==> src/rtl/song_pkg.sv <==
// Shared definitions for the song sequencer: FSM state encoding and note-table field layout.
package song_pkg;

    typedef enum logic [2:0] {
        ST_IDLE,
        ST_FETCH,
        ST_WAIT,
        ST_LOAD,
        ST_PLAY
    } state_t;

    localparam int DUR_MSB  = 15;
    localparam int DUR_LSB  = 8;
    localparam int NOTE_MSB = 6;
    localparam int NOTE_LSB = 0;

    localparam logic [7:0] END_MARKER = 8'h00;

endpackage

==> src/rtl/beat_timer.sv <==
// Duration tick generator: counts 0..TICK_DIV-1 while enabled and pulses tick on the wrap cycle.
module beat_timer #(
    parameter int TICK_DIV = 50000
) (
    input  logic clock,
    input  logic reset,
    input  logic clear,
    input  logic enable,
    output logic tick
);

    localparam int              CW   = $clog2(TICK_DIV);
    localparam logic [CW-1:0]   LAST = CW'(TICK_DIV - 1);

    logic [CW-1:0] cnt_q, cnt_d;

    always_comb begin
        cnt_d = cnt_q;
        if (clear) begin
            cnt_d = '0;
        end else if (enable) begin
            cnt_d = (cnt_q == LAST) ? '0 : cnt_q + CW'(1);
        end
    end

    always_ff @(posedge clock or negedge reset) begin
        if (!reset) begin
            cnt_q <= '0;
        end else begin
            cnt_q <= cnt_d;
        end
    end

    assign tick = enable && !clear && (cnt_q == LAST);

endmodule

==> src/rtl/song_sequencer.sv <==
// Autonomous note-table player driving the synth key mask from RAM port B.
// Build option: define SONG_LOOP_EN to restart the table at base_addr after each natural end-of-song.
module song_sequencer
    import song_pkg::*;
#(
    parameter int          TICK_DIV = 50000,
    parameter logic [15:0] MAX_LEN  = 16'hFFFF
) (
    input  logic        clock,
    input  logic        reset,
    input  logic        start,
    input  logic        stop,
    input  logic [15:0] base_addr,
    input  logic [15:0] mem_data,
    output logic [15:0] mem_addr,
    output logic [15:0] notes,
    output logic        playing,
    output logic        done
);

    state_t      state_q, state_d;
    logic [15:0] addr_q, addr_d;
    logic [15:0] count_q, count_d;
    logic [7:0]  dur_q, dur_d;
    logic [6:0]  notes_q, notes_d;
    logic        done_q, done_d;
`ifdef SONG_LOOP_EN
    logic [15:0] base_q, base_d;
`endif

    logic [7:0] word_dur;
    logic [6:0] word_mask;
    logic       unused_word_bit;
    logic       tick;

    assign word_dur        = mem_data[DUR_MSB:DUR_LSB];
    assign word_mask       = mem_data[NOTE_MSB:NOTE_LSB];
    assign unused_word_bit = mem_data[7];

    beat_timer #(
        .TICK_DIV(TICK_DIV)
    ) u_beat_timer (
        .clock (clock),
        .reset (reset),
        .clear (state_q != ST_PLAY),
        .enable(state_q == ST_PLAY),
        .tick  (tick)
    );

    always_comb begin
        state_d = state_q;
        addr_d  = addr_q;
        count_d = count_q;
        dur_d   = dur_q;
        notes_d = notes_q;
        done_d  = 1'b0;
`ifdef SONG_LOOP_EN
        base_d  = base_q;
`endif
        case (state_q)
            ST_IDLE: begin
                if (start) begin
                    addr_d  = base_addr;
                    count_d = '0;
                    state_d = ST_FETCH;
`ifdef SONG_LOOP_EN
                    base_d  = base_addr;
`endif
                end
            end
            ST_FETCH: state_d = ST_WAIT;
            ST_WAIT:  state_d = ST_LOAD;
            ST_LOAD: begin
                if (word_dur != END_MARKER && count_q < MAX_LEN) begin
                    notes_d = word_mask;
                    dur_d   = word_dur;
                    addr_d  = addr_q + 16'd1;
                    count_d = count_q + 16'd1;
                    state_d = ST_PLAY;
                end else begin
                    done_d = 1'b1;
`ifdef SONG_LOOP_EN
                    // An empty table must still terminate, otherwise the loop would spin forever.
                    if (count_q != 16'd0) begin
                        addr_d  = base_q;
                        count_d = '0;
                        state_d = ST_FETCH;
                    end else begin
                        notes_d = '0;
                        state_d = ST_IDLE;
                    end
`else
                    notes_d = '0;
                    state_d = ST_IDLE;
`endif
                end
            end
            ST_PLAY: begin
                if (tick) begin
                    dur_d = dur_q - 8'd1;
                    if (dur_q == 8'd1) begin
                        state_d = ST_FETCH;
                    end
                end
            end
            default: state_d = ST_IDLE;
        endcase

        // Abort wins over start and end-of-song; the address is left where it was.
        if (stop) begin
            state_d = ST_IDLE;
            addr_d  = addr_q;
            count_d = count_q;
            notes_d = '0;
            done_d  = 1'b0;
`ifdef SONG_LOOP_EN
            base_d  = base_q;
`endif
        end
    end

    always_ff @(posedge clock or negedge reset) begin
        if (!reset) begin
            state_q <= ST_IDLE;
            addr_q  <= '0;
            count_q <= '0;
            dur_q   <= '0;
            notes_q <= '0;
            done_q  <= 1'b0;
`ifdef SONG_LOOP_EN
            base_q  <= '0;
`endif
        end else begin
            state_q <= state_d;
            addr_q  <= addr_d;
            count_q <= count_d;
            dur_q   <= dur_d;
            notes_q <= notes_d;
            done_q  <= done_d;
`ifdef SONG_LOOP_EN
            base_q  <= base_d;
`endif
        end
    end

    assign mem_addr = addr_q;
    assign notes    = {9'b0, notes_q};
    assign playing  = (state_q != ST_IDLE);
    assign done     = done_q;

endmodule

==> config.mk <==
export PLATFORM = sky130hd
export DESIGN_NAME = song_sequencer
export DESIGN_NICKNAME = d
export VERILOG_FILES = /design/src/rtl/song_pkg.sv /design/src/rtl/beat_timer.sv /design/src/rtl/song_sequencer.sv
export SDC_FILE = /design/constraint.sdc
export NUM_CORES = 1
export LEC_CHECK = 0
export ABC_CLOCK_PERIOD_IN_PS = 2500
export CAP_MARGIN = 10
export CORE_MARGIN = 2
export CORE_UTILIZATION = 36
export DETAILED_ROUTE_END_ITERATION = 16
export RECOVER_POWER = 25
export SLEW_MARGIN = 30
export SYNTH_ARGS = -nofsm -noshare
export SYNTH_HDL_FRONTEND = slang
export SYNTH_SLANG_ARGS = --single-unit
==> constraint.sdc <==
create_clock -name clock -period 2.5 [get_ports clock]
set_input_delay 0.375 -clock clock [delete_from_list [all_inputs] [get_ports clock]]
set_output_delay 0.375 -clock clock [all_outputs]
set_load 0.005 [all_outputs]
After elaboration in Yosys (flattened, before gate mapping):

Index checks and enable logic that the tools add are counted.

* bits in read-only memories: 0
* memories kept: 0
* bits in writable memories: 0
* logic and storage cells: 64
* output and inout bits: 34
* input bits: 36
* latch bits: 0
* bits in registers: 67

* order comparisons: 1
* mux-type cells: 24
* reductions and logical operators: 14
* add/subtract/negate cells: 4
* bitwise logic cells: 1
* multipliers: 0
* equality and inequality tests: 13
* divide/modulo/power cells: 0
* shift-type cells: 0

Operators with widths (number)
* 16-bit two-way mux: 7
* 16-bit one-hot mux with 2 select lines: 2
* 16-bit by 1-bit adder with 16-bit output, second input constant: 3
* 7-bit two-way mux: 3
* 16-bit == test, second input constant: 1
* 16-bit < comparator, second input constant: 1
* 8-bit two-way mux: 2
* 8-bit one-hot mux with 2 select lines: 1
* 3-bit two-way mux: 5
* 3-bit one-hot mux with 5 select lines: 1
* 3-bit != test, second input constant: 4
* 8-bit by 1-bit == test with 1-bit output, second input constant: 1
* 2-bit nonzero test: 4
* 8-bit nonzero test: 1
* 8-bit by 1-bit subtractor with 8-bit output, second input constant: 1
* 3-bit by 2-bit == test with 1-bit output, second input constant: 2
* 2-bit != test, second input constant: 3
* 3-bit AND reduction: 2
* 4-bit AND reduction: 1
* 3-bit by 1-bit == test with 1-bit output, second input constant: 1
* 3-bit == test, second input constant: 1
* 1-bit logical AND: 3
* 3-bit zero test: 1
* 1-bit two-way mux: 3
* 3 further kinds: 3

Logic depth before layout (Yosys ltp):

* depth in word-level cells: 7
* depth in mapped cells: 8

By module:

A second synthesis with hierarchy kept.

* cell total of the unflattened synthesis: 454
* area total of the unflattened synthesis: 4062.6 µm²

By module, submodules not included
* song_sequencer: cells each 351, area an instance 3085.5 µm², times used 1
* beat_timer: cells each 103, area an instance 977.2 µm², times used 1

Least setup slack after synthesis:

Ideal clock, no wire load.

* path kind: reg-to-reg
* from: reg count_q[0]
* to: reg count_q[13]
* data arrival time: 1.789 ns
* stages on the path, launching flop included: 9
* library setup time: 0.128 ns
* data required time: 2.372 ns
* slack: 0.582 ns
* cell sequence: dfrtp_1 -> ha_1 -> and3_1 -> and4b_1 -> buf_2 -> o21a_2 -> buf_4 -> o21ai_0 -> o31ai_1

* word-level cells in the longest chain between the ends: 4
* elaborated cells between the ends (all ways): 7
* those cells by class: add/sub (1); order compare (1); eq/ne (1); mux (2); reduce/logical (2)

Ends and longest elaborated chain
* start, declared: line song_sequencer.sv:23 `logic [15:0] count_q, count_d;`
* start signal, assigned: line song_sequencer.sv:136 `count_q <= count_d;`
* 16-bit < comparator: line song_sequencer.sv:74 `if (word_dur != END_MARKER && count_q < MAX_LEN) begin`
* 1-bit logical AND: line song_sequencer.sv:74
* 2-bit != test (no line)
* 4-bit AND reduction (no line)

Several ways; a longest one is shown, not always the timed one. The select of a mux whose other input is x is not followed.
A chain may end at the register's enable or synchronous reset.

Worst setup path after layout:

* from: reg count_q[0]
* to: reg addr_q[2] (netlist: mem_addr[2])

* word-level cells in the longest chain between the ends: 4

Ends and longest elaborated chain
* 16-bit < comparator: line song_sequencer.sv:74
* 1-bit logical AND: line song_sequencer.sv:74
* 2-bit != test (no line)
* 4-bit AND reduction (no line)
* end signal, assigned: line song_sequencer.sv:135 `addr_q <= addr_d;`
* end, declared: line song_sequencer.sv:22 `logic [15:0] addr_q, addr_d;`

No other way between the ends.

==> impl_metrics.json <==
{
  "status": "finished, final reports clean",
  "fin_nets": 517,
  "hold_class": "in2async",
  "fin_skew_ps": 13.6,
  "rows": 36,
  "synth_seq_cells": 67,
  "fin_crit_sh_pct": 89.5,
  "async_flop_share_pct": 100,
  "drcViolationCount": 0,
  "clk_pin_slew_ps": 70,
  "post-cts-setup-buffers": 0,
  "yosys.area.top_type_share_pct": 46.2,
  "ir_worst_vdd_mv": 0.323,
  "grt_pass1_wl_mm": 15.2,
  "fin_tns_setup_ps": 0,
  "tritoncts": "yes",
  "synth_area_leaders": "dfrtp_1 46%, o21ai_0 7.0%, a21oi_1 5.8%",
  "rsz0062_at_grt": "no",
  "die_width_um": 104,
  "worstMarginPinSlew_ps": 1330,
  "first_pass_iters": 4,
  "crit_required_ps": 2750,
  "syn_area_per_cell_um2": 8.72,
  "p_per_area_nw_per_um2": 725,
  "via_per_inst": 5.36,
  "start_util_pct": 37.1,
  "r2r_setup_slack_ps": 260,
  "coreArea_um2": 9770,
  "end_kind": "flip-flop",
  "ys_seq_area_share_pct": 46.2,
  "num_io_pins": 70,
  "relSlewSlack_pct": 11.6,
  "leakage_nw": 1.86,
  "hold_viol": 0,
  "grt.total_usage_pct": 16.9,
  "synth.distinct_cells": 49,
  "numPortBuffers": 59,
  "vias": 3290,
  "timing.hold.ws_ps": 310,
  "finalCriticalPeriod_ps": 2240,
  "final_cell_mix": "67 x dfrtp_1, 58 x clkdlybuf4s50_1, 51 x o21ai_0",
  "holdBufCountCts": 0,
  "die_area_um2": 10900,
  "drt_wl_total_mm": 8.75,
  "fillers": 960,
  "critPathLaunchType": "flip-flop",
  "die_h_um": 104,
  "cp_cell_sequence": "ha_1 > and3_1 > and4b_1 > o21ai_4 > o21ai_0 > a22oi_1",
  "area_delta_synth_final_pct": 25.5,
  "insertion_delay_ps": 340,
  "cap_viol_max_count": 0,
  "antenna_left": 0,
  "crit_type": "reg2reg",
  "h-tree-depth": 3,
  "diodes": 0,
  "setup_viol": 0,
  "antenna_found_initial": 0,
  "yosys_warnings": 0,
  "ys.flop_type": "dfrtp_1",
  "netlist_area_um2": 3630,
  "crit_slowest_cell": "o21ai_4",
  "slew_viol_final": 0,
  "ctsResizeCount": 0,
  "r2r_start": "count_q[0]",
  "cp_max_fo": 24,
  "place_hpwl_mm": 6.06,
  "grt_pass1_vias": 3135,
  "grt_max_degree": 38,
  "cts.root.buffer_cell": "clkbuf_8",
  "cp.arrival_ps": 2490,
  "clockBufferDepth": 2,
  "cpPeakStageDelay_ps": 550,
  "drt_first_iter_violations": 241,
  "synth.largest_area_cell": "dfrtp_1",
  "fmax_ghz": 0.447,
  "layout_commonest_cell": "dfrtp_1",
  "overflow": 0,
  "regToRegEndpoint": "mem_addr[2]",
  "cts_buffers": 9,
  "gp_congestion": 0.841,
  "syn_inst": 416,
  "reg2reg_depth": 6,
  "cts_sinks": 67,
  "synth_edf_count": 0,
  "wl_per_cell_um": 14.2,
  "drive_gt1_share_pct": 7.48
}
-- state kept, by name (all words and copies together), names as in the netlist --
| signal | flops |
|---|---|
| state_q | 3 |
| done | 1 |
| dur_q | 8 |
| notes_q | 7 |
| count_q | 16 |
| u_beat_timer.cnt_q | 16 |
| mem_addr | 16 |
-- Yosys cell counts, types with 2 or more instances --
cell type and n:
o2bb2ai_1 5, nor2_1 33, nand2b_1 2, a2bb2oi_1 2, nand3_1 27, a31oi_1 7, o31ai_1 4, dfrtp_1 67
xor2_1 4, buf_2 9, buf_4 10, or3_1 7, xnor2_1 8, o21ai_0 51, ha_1 5, and3_1 14
o22ai_1 8, a22oi_1 4, nor4b_1 2, and4b_1 2, nor3_1 11, or4_1 2, clkbuf_1 9, nand4_1 9
inv_1 6, a21oi_1 42, nand2_1 43, and2_1 2
-- layer usage --
layer  track usage, %  share of wire [%]
met1             23.4                 49
met3             3.32                4.1
met2             26.3                 46
met5                0                  0
met4             5.50                1.2
-- cell type report --
class	count	area, um^2	area share (%)
flip-flops and latches	67	1680	36.8
clock buffers	11	141	3.11
multi-input cells	322	1820	39.9
repair buffers	70	677	14.9
inverters	6	22.5	0.495
well taps	133	166	3.66
clock inverters	5	52.6	1.15
-- kinds of logic (layout without fill, tap and decap cells) --
family	after synthesis	in the layout	synth area share, %
muxes	1	1	0.276
DFF	67	67	46.2
buffers and inverters	35	92	4.97
AOI/OAI and AO/OA	132	132	21.0
adders and majority gates	5	5	1.73
and+or+nand+nor	163	163	22.8
other	1	9	0.103
xor gates and xnor gates	12	12	2.90
-- critical path: cells and delay by family (launching register included) --
kind	cells	cell delay [ps]
DFF	1	420
adders and majority gates	1	250
and+or+nand+nor	2	580
AOI/OAI and AO/OA	3	900
-- per-stage QoR --
stage | util [%] | power, mW | cell area [um^2] | instances | setup slack, ps
final | 46.6 | 3.30 | 4550 | 614 | 263
after global routing | 46.6 | 3.53 | 4550 | 614 | 27.9
after CTS | 46.4 | 3.34 | 4540 | 614 | 34.6
after detailed placement | 44.5 | 2.43 | 4350 | 598 | 43.4
after global placement | 44.5 | 2.41 | 4350 | 598 | 85.7
after floorplan | - | 1.93 | 3660 | 424 | 582
-- where the power goes --
part           switching [mW]  internal (mW)
clock network           0.411          0.483
registers               0.229           1.28
logic                   0.414          0.489
-- worst max-delay path by stage --
stage / start / to / slack, ps / cells past startpoint
final: count_q[0] / mem_addr[2] / 260 / 6
after global routing: count_q[0] / mem_addr[2] / 30 / 6
after CTS: count_q[0] / mem_addr[2] / 30 / 6
after detailed placement: count_q[0] / mem_addr[11] / 40 / 6
after global placement: count_q[0] / mem_addr[11] / 90 / 6
after floorplan: count_q[0] / count_q[13] / 580 / 8
Note: power is estimated with default switching activity, not from simulation.
